--- src/rtl/slow_seq.sv ---
// Fast/slow CPU clock sequencer: a bus hit on an enabled slow device requests the
// slow clock, stalls until it is acknowledged, and holds it for an idle timeout.
module slow_seq #(
  parameter int TICK_DIV = 256
) (
  input  logic       CLK,
  input  logic       nPOR,
  input  logic       BACT,
  input  logic       IACKCS,
  input  logic       VIACS,
  input  logic       IWMCS,
  input  logic       SCCCS,
  input  logic       SCSICS,
  input  logic       SndCS,
  input  logic       SlowIACK,
  input  logic       SlowVIA,
  input  logic       SlowIWM,
  input  logic       SlowSCC,
  input  logic       SlowSCSI,
  input  logic       SlowSnd,
  input  logic       SlowClockGate,
  input  logic [3:0] SlowTimeout,
  input  logic       SlowAck,
  output logic       SlowReq,
  output logic       Stall,
  output logic       ClockGate,
  output logic       IsSlow
);

  // state     | meaning
  // FAST      | fast clock, no request outstanding
  // SWITCH_DN | slow clock requested, waiting for SlowAck
  // SLOW      | slow clock running, idle timeout counting
  // SWITCH_UP | request dropped, waiting for SlowAck to fall
  typedef enum logic [1:0] {FAST, SWITCH_DN, SLOW, SWITCH_UP} state_t;

  localparam int PW = (TICK_DIV > 1) ? $clog2(TICK_DIV) : 1;
  localparam logic [PW-1:0] PRESC_MAX = PW'(TICK_DIV - 1);

  state_t        state;
  logic [3:0]    cnt;
  logic [PW-1:0] presc;
  logic          slow_req_q;
  logic          is_slow_q;
  logic          hit;

  assign hit = BACT && ((IACKCS && SlowIACK) || (VIACS && SlowVIA) ||
                        (IWMCS && SlowIWM) || (SCCCS && SlowSCC) ||
                        (SCSICS && SlowSCSI) || (SndCS && SlowSnd));

  // Gated by nPOR so a pending access is released the instant reset asserts.
  assign Stall     = nPOR && hit && (state != SLOW);
  assign SlowReq   = slow_req_q;
  assign IsSlow    = is_slow_q;
  assign ClockGate = is_slow_q && SlowClockGate;

  always_ff @(posedge CLK or negedge nPOR) begin
    if (!nPOR) begin
      state      <= FAST;
      cnt        <= '0;
      presc      <= '0;
      slow_req_q <= 1'b0;
      is_slow_q  <= 1'b0;
    end else begin
      case (state)
        FAST: begin
          if (hit) begin
            state      <= SWITCH_DN;
            slow_req_q <= 1'b1;
          end
        end
        SWITCH_DN: begin
          if (SlowAck) begin
            state     <= SLOW;
            is_slow_q <= 1'b1;
            cnt       <= SlowTimeout;
            presc     <= '0;
          end
        end
        SLOW: begin
          if (hit) begin
            cnt   <= SlowTimeout;
            presc <= '0;
          end else if (cnt == 4'd0) begin
            state      <= SWITCH_UP;
            slow_req_q <= 1'b0;
            is_slow_q  <= 1'b0;
          end else begin
            presc <= presc + 1'b1;
            if (presc == PRESC_MAX) cnt <= cnt - 1'b1;
          end
        end
        SWITCH_UP: begin
          if (!SlowAck) begin
            if (hit) begin
              state      <= SWITCH_DN;
              slow_req_q <= 1'b1;
            end else begin
              state <= FAST;
            end
          end
        end
        default: begin
          state      <= FAST;
          slow_req_q <= 1'b0;
          is_slow_q  <= 1'b0;
        end
      endcase
    end
  end

endmodule

--- config.mk ---
export PLATFORM = sky130hd
export DESIGN_NAME = slow_seq
export DESIGN_NICKNAME = d
export VERILOG_FILES = /design/src/rtl/slow_seq.sv
export SDC_FILE = /design/constraint.sdc
export NUM_CORES = 1
export LEC_CHECK = 0
export CELL_PAD_IN_SITES_DETAIL_PLACEMENT = 0
export CELL_PAD_IN_SITES_GLOBAL_PLACEMENT = 1
export CORE_UTILIZATION = 25
export CTS_BUF_LIST = sky130_fd_sc_hd__clkbuf_2 sky130_fd_sc_hd__clkbuf_4 sky130_fd_sc_hd__clkbuf_8
export CTS_CLUSTER_SIZE = 12
export DETAILED_ROUTE_END_ITERATION = 12
export HOLD_SLACK_MARGIN = 0.1
export PLACE_DENSITY_LB_ADDON = 0.1
export SLEW_MARGIN = 10
export SYNTH_ARGS = -nofsm -noshare
export SYNTH_HDL_FRONTEND = slang
export SYNTH_SLANG_ARGS = --single-unit
--- constraint.sdc ---
create_clock -name CLK -period 6.1 [get_ports CLK]
set_clock_uncertainty 0.1 [all_clocks]
set_input_delay 0.61 -clock CLK [delete_from_list [all_inputs] [get_ports CLK]]
set_output_delay 0.61 -clock CLK [all_outputs]
set_load 0.05 [all_outputs]
---- Yosys cells after proc, flatten, opt, wreduce, memory -nomap -nowiden ----
Cells that the tools add are included.
storage, ports and cells
  RAM bits ................................ 0
  memories ................................ 0
  ROM bits ................................ 0
  output and inout port bits .............. 4
  bits in latches ......................... 0
  flip-flop bits (word level) ............. 16
operators by class
  equal/unequal tests ..................... 12
  multipliers ............................. 0
  magnitude comparators ................... 0
  reduce and logical (&&, ||, !) cells .... 24
  div/mod/pow operators ................... 0
  add/sub/neg operators ................... 2
  mux-type cells .......................... 23
  shifts and indexed selects .............. 0
  bitwise gates (word level) .............. 0
operator list
  operator               number
  $mux W8                3
  $mux W4                4
  $pmux W8 S2            1
  $ne A2 B2 Y1 const B   6
  $reduce_and A4 Y1      3
  $logic_and A1 B1 Y1    10
  $mux W2                5
  $add A8 B1 Y8 const B  1
  $eq A8 B8 Y1 const B   1
  $pmux W2 S4            1
  $pmux W4 S2            1
  $mux W1                6
  $ne A3 B3 Y1 const B   2
  $logic_or A1 B1 Y1     5
  $reduce_and A5 Y1      1
  $eq A2 B2 Y1 const B   2
  $logic_not A4 Y1       1
  $sub A4 B1 Y4 const B  1
  $pmux W1 S3            1
  $reduce_and A3 Y1      1
  $reduce_bool A3 Y1     1
  $eq A2 B1 Y1 const B   1
  $logic_not A2 Y1       1
  $pmux W1 S2            1
  $reduce_bool A2 Y1     1

---- Logic depth before layout (Yosys ltp) ----
Gate-level depths: netlist of run 1.
  depth in word-level cells ............... 10
  depth in mapped cells ................... 9
  mapped depth without buffers ............ 7

---- Worst setup path after synthesis of run 1 ----
No wires, ideal clock.
  path kind ............................... in2out
  start ................................... input IWMCS
  end ..................................... output Stall
  slack ................................... 3,901 ps
  buffers on the path ..................... 0
  stages on the path ...................... 3
  arrival time ............................ 1,489 ps
  path through ............................ a22oi_1 > a31oi_1 > and3_1
between the ends
  word-level cells in the longest chain between the ends .. 8
ends and longest elaborated chain
  what                               line  RTL
  start: declaration                 11    input logic IWMCS,
  $logic_and A1 B1 Y1                48    (IWMCS && SlowIWM) || (SCCCS && SlowSCC) ||
  $logic_or A1 B1 Y1                 47    assign hit = BACT && ((IACKCS && SlowIACK) || (VIACS && SlowVIA) ||
  $logic_or A1 B1 Y1 (2 in series)   48
  $logic_or A1 B1 Y1                 49    (SCSICS && SlowSCSI) || (SndCS && SlowSnd));
  $logic_and A1 B1 Y1                47
  $logic_and A1 B1 Y1 (2 in series)  52    assign Stall = nPOR && hit && (state != SLOW);
  end: declaration                   25    output logic Stall,
No other way between the ends.

---- Worst setup path after layout of run 1 ----
Same ends and word-level chain as after synthesis.

==> flow_summary.yaml, run 1 <==
die:
  die_h_um: 66.9
  io_pins: 25
  initial_core_util_pct: 26.1
  core_mm2: 0.00403
  die_x_um: 66.9
  row_count: 23
  dieArea_mm2: 0.00447
placement:
  place_area_mm2: 0.00134
  dp.cells: 187
  port_buffers: 24
  place.gp.congestion: 0.777
  dpl.hpwl_um: 2010
cells_and_area:
  layoutNonFillerInstCount: 191
  areaGrowthSynthToFinish_pct: 32.2
  antennaDiodeCount: 0
  nets: 169
  filler_cell_count: 417
  fin_area_mm2: 0.00139
  drive_gt1_share_pct: 8.51
  seq_area_um2: 400
  multi_input_area_um2: 599
routing:
  avgRoutedWirePerCell_um: 13.8
  vias: 980
  drt_iter0_drc: 68
  drcViolationCount: 0
  vias_per_cell: 5.13
  firstDrtPassIters: 4
  ant_nets: 0
  wl_um: 2630
critical_path:
  crit_family: "buffers and inverters"
  crit_chain: "clkdlybuf4s50_1 -> a22oi_1 -> a31oi_1 -> and3_1 -> clkdlybuf4s50_1"
  cp.required_ns: 5.39
  cp_slowest_stage_delay_ns: 0.79
  path_buf_inv: 2
  path_class: "in -> out"
  cp_data_arrival_time_ns: 2.66
  worstSetupStartpointType: "input port"
  critPathMaxFanout: 4
  critPathSlowestCell: "clkdlybuf4s50_1"
  end_kind: "output pin"
  cp_common_cell: "clkdlybuf4s50_1"
global_routing:
  grt.total_usage_pct: 13.1
  grt-ovfl-total: 0
  antenna_found_initial: 0
  grt_max_degree: 18
  grt_pass1_wl_um: 4350
  grt_pass1_vias: 909
clocking:
  htree_levels: 1
  numCtsBuffers: 3
  post_cts_buffers: 0
  clk_latency_ns: 0.25
  clock_sinks: 16
  tritoncts: "yes"
  cts_hold_buf: 0
  post_cts_resize_count: 0
  root_buffer: "clkbuf_8"
  cts_buffer_depth: 2
  clk_pin_slew_worst_paths_ns: 0.06
power:
  power_frac_comb_pct: 50.9
  power.switching_uw: 216
  power.internal_uw: 308
  power_density_mw_per_mm2: 376
  clockPowerShare_pct: 17.9
  sequentialPowerShare_pct: 31.2
  switching_share_pct: 41.2
  vdd_drop_max_mv: 0.0933
  p_leak_uw: 0.000572
logic_synthesis:
  synthAdderAreaFrac_pct: 7.13
  synthFlopType: "dfrtp_1"
  syn_nets: 143
  ys_types: 35
  synth_top_family_by_area: "compound AO/OA/AOI/OAI gates"
  yosys_warnings: 0
  synth-edff-count: 0
  syn_inst: 116
  synth-compound-area-share_pct: 30.0
  synthArstFlopShare_pct: 100
  synth_xor_xnor_area_share_pct: 0
  synth_seq_cells: 16
  synthMuxAreaShare_pct: 2.14
  netlist_area_mm2: 0.00105
  yosysSeqAreaShare_pct: 38.0
  yosys.area_share.simple_pct: 17.7
  postSynthAreaPerCell_um2: 9.07
run:
  cap_violations: 0
status:
  status: "finished, final reports clean"
sta:
  fin_crit_sh_pct: 55.2
  whs_ns: 0.382
  slew_headroom_pct: 33.5
  max_freq_mhz: 297
  min_period_ns: 3.37
  rsz0062_at_grt: "no"
  worst_pin_slew_ns: 0.984
  setup_viol: 0
  hold_violations: 0
  setup_tns_ns: 0
  report.final.slew_viol_count: 0
min_path:
  hold_path_class: "reg -> reg"
-- stage by stage --
stage | setup WS, ns | utilization (%) | total power (µW)
after floorplan | 3.90 | - | 361
after global placement | 2.68 | 33.2 | 438
after detailed placement | 2.67 | 33.2 | 436
after CTS | 2.66 | 34.5 | 532
after global routing | 2.57 | 34.5 | 568
final | 2.73 | 34.5 | 523
-- worst reg2reg max path, stage by stage (launching register included) --
cell and delay (ns):
dfrtp_1 0.42, inv_1 0.11, ha_1 0.38, a41oi_1 0.51, nor3_1 0.79, mux2_2 0.28
-- flip-flops by register name (all words and copies together), names as in the netlist --
name     flops
state        2
presc        8
IsSlow       1
cnt          4
SlowReq      1
-- Yosys cell counts, types with 4 or more instances --
cell	n	share of area (%)
dfrtp_1	16	38
o21ai_0	10	4.8
nor2_1	9	3.2
a21oi_1	7	3.3
inv_1	7	2.5
nand2_1	7	2.5
ha_1	6	7.1
a22o_1	5	4.2
nor3_1	5	2.4
a22oi_1	4	2.9
a31oi_1	4	2.4
nand3_1	4	1.9
-- layer usage --
| layer | track usage, % | share of wire (%) | vias to the layer above |
|---|---|---|---|
| met1 | 17.6 | 47 | 462 |
| met4 | 3.19 | 0.38 | 0 |
| met5 | 0 | 0 | - |
| li1 | - | - | 498 |
| met2 | 20.8 | 48 | 18 |
| met3 | 3.25 | 4.5 | 2 |
-- path summary, 6_finish.rpt --
check / from / to / slack, ns / depth (start not counted)
max in group asynchronous: nPOR / presc[4]$_DFFE_PN0P_ / 4.71 / 1
max reg2reg: state[0]$_DFFE_PN0P_ / presc[0]$_DFFE_PN0P_ / 3.45 / 5
min reg2reg: presc[7]$_DFFE_PN0P_ / presc[7]$_DFFE_PN0P_ / 0.38 / 1
min in group asynchronous: nPOR / state[0]$_DFFE_PN0P_ / 0.71 / 1
min: presc[7]$_DFFE_PN0P_ / presc[7]$_DFFE_PN0P_ / 0.38 / 1
max: IWMCS / Stall / 2.73 / 5
-- area by class of cell --
type	count	share of cell area, %
timing repair buffer	25	17.8
sequential	16	28.8
inverter	7	1.89
tap	50	4.50
clock buffer	4	3.96
multi-input combinational	89	43.1
-- power groups by stage --
stage / Clock (µW) / Combinational, µW / Sequential [µW]
after floorplan: 0 / 188 / 173
after global placement: 0 / 272 / 166
after detailed placement: 0 / 270 / 166
after CTS: 97.2 / 271 / 164
after global routing: 103 / 297 / 168
final: 93.5 / 266 / 163
-- cells in the final DEF, fill, tap and decap left out, drive strengths merged, types with 4 or more instances in the layout --
cell / n
ha: 6
nand3: 4
nand2: 7
nor2: 9
inv: 7
o21ai: 10
clkbuf: 4
a21oi: 7
clkdlybuf4s50: 24
a22o: 5
a31oi: 4
nor3: 6
a22oi: 4
dfrtp: 16
-- logic make-up after synthesis --
logic type / Yosys count
and+or+nand+nor: 36
DFF: 16
buffers and inverters: 11
adders and majority gates: 6
AOI/OAI and AO/OA: 45
muxes: 2
Note: power is estimated with default switching activity, not from simulation.
==> inputs of run 2 (changes only) <==
Clock period 6.1 ns to 2.78 ns, I/O delays scaled along.
==> flow_summary.yaml, run 2 (synthesis results as in run 1) <==
global_routing:
  antenna_found_initial: 0
  grt-ovfl-total: 0
  grt.total_usage_pct: 14.6
  grt_pass1_wl_um: 4820
  grt_max_degree: 17
  grt_pass1_vias: 990
run:
  cap_violations: 0
critical_path:
  cp_slowest_stage_delay_ns: 0.41
  cp_data_arrival_time_ns: 1.72
  crit_chain: "clkdlybuf4s50_1 -> a22oi_1 -> a31oi_1 -> and3_1 -> buf_4"
  r2r-end: "cnt[2]$_DFFE_PN0P_"
  cp.required_ns: 2.40
  path_class: "in -> out"
  critPathSlowestCell: "clkdlybuf4s50_1"
  critPathMaxFanout: 4
  r2r_slack_ns: 0.69
  path_buf_inv: 2
  end_kind: "output pin"
  crit_family: "compound AO/OA/AOI/OAI gates"
  r2r_cells: 8
  worstSetupStartpointType: "input port"
  r2r-start: "cnt[0]$_DFFE_PN0P_"
sta:
  worst_pin_slew_ns: 0.497
  setup_viol: 0
  min_period_ns: 2.10
  report.final.slew_viol_count: 0
  hold_violations: 0
  max_freq_mhz: 476
  rsz0062_at_grt: "no"
  fin_crit_sh_pct: 75.6
  slew_headroom_pct: 66.8
  setup_tns_ns: 0
clocking:
  clk_pin_slew_worst_paths_ns: 0.07
  cts_buffer_depth: 2
  numCtsBuffers: 3
  root_buffer: "clkbuf_8"
  cts_hold_buf: 0
  post_cts_buffers: 0
  post_cts_resize_count: 0
  clk_latency_ns: 0.25
  tritoncts: "yes"
  htree_levels: 1
  clock_sinks: 16
min_path:
  hold_path_class: "in -> async"
routing:
  drcViolationCount: 0
  vias_per_cell: 5.03
  wl_um: 2820
  vias: 986
  avgRoutedWirePerCell_um: 14.4
  ant_nets: 0
  drt_iter0_drc: 61
  firstDrtPassIters: 6
placement:
  dpl.hpwl_um: 2080
  place_area_mm2: 0.00137
  port_buffers: 24
  place.gp.congestion: 0.806
die:
  row_count: 23
  core_mm2: 0.00403
  dieArea_mm2: 0.00447
  die_x_um: 66.9
  initial_core_util_pct: 26.1
  io_pins: 25
  die_h_um: 66.9
cells_and_area:
  antennaDiodeCount: 0
  largest_reg_flops: 8
  top_regs: "presc x8, cnt x4, state x2"
  nets: 174
  top_register: "presc"
  filler_cell_count: 427
  drive_gt1_share_pct: 12.3
  areaGrowthSynthToFinish_pct: 35.6
  final_common_cell: "clkdlybuf4s50_1"
  mostFrequentLayoutCells: "23 x clkdlybuf4s50_1, 16 x dfrtp_1, 10 x o21ai_0"
  fin_area_mm2: 0.00143
power:
  vdd_drop_max_mv: 0.224
  power_density_mw_per_mm2: 831
  p_leak_uw: 0.000599
  p_total_uw: 1180
status:
  status: "finished, final reports clean"
run 2: cell count changes in the layout (fill, tap and decap cells not counted):
cell	change
buf_4	+6
clkdlybuf4s50_1	-1
run 2: how the worst max path moves through the flow:
stage	depth (start not counted)	from	slack, ns	endpoint
3_3_place_gp	6	IWMCS	0.57	state[1]$_DFFE_PN0P_
3_5_place_dp	6	IWMCS	0.51	state[1]$_DFFE_PN0P_
5_1_grt	8	cnt[0]$_DFFE_PN0P_	0.50	cnt[2]$_DFFE_PN0P_
2_1_floorplan	8	state[0]$_DFFE_PN0P_	0.76	presc[0]$_DFFE_PN0P_
6_report	5	IWMCS	0.68	Stall
4_1_cts	8	cnt[0]$_DFFE_PN0P_	0.65	cnt[2]$_DFFE_PN0P_
run 2: final cells by class:
type                            instances  area (µm²)  share of cell area, %
Sequential cell                        16         400                   28.1
Tap cell                               50        62.6                   4.39
Clock buffer                            4        55.1                   3.86
Inverter                                7        26.3                   1.84
Multi-Input combinational cell         89         599                   42.0
Timing Repair Buffer                   30         283                   19.8
run 2: through the flow:
step | hold WS (ns) | std cells | util [%] | setup WS (ns)
2_1_floorplan | -0.118 | 116 | - | 0.757
3_3_place_gp | 0.359 | 192 | 34.0 | 0.565
3_5_place_dp | 0.375 | 192 | 34.0 | 0.507
4_1_cts | 0.316 | 196 | 35.4 | 0.649
5_1_grt | 0.312 | 196 | 35.4 | 0.502
6_report | 0.299 | 196 | 35.4 | 0.678
run 2: metal layers:
metal,vias up,track usage (%),wire (µm)
li1,505,-,-
met1,468,20.8,1480
met2,11,21.8,1230
met3,2,2.74,82
met4,0,4.79,21
met5,-,0,0
run 2: where the power goes:
| part | switching [µW] | total [µW] | internal [µW] |
|---|---|---|---|
| combinational | 341 | 613 | 272 |
| sequential | 62.3 | 358 | 296 |
| clock | 88.0 | 214 | 126 |
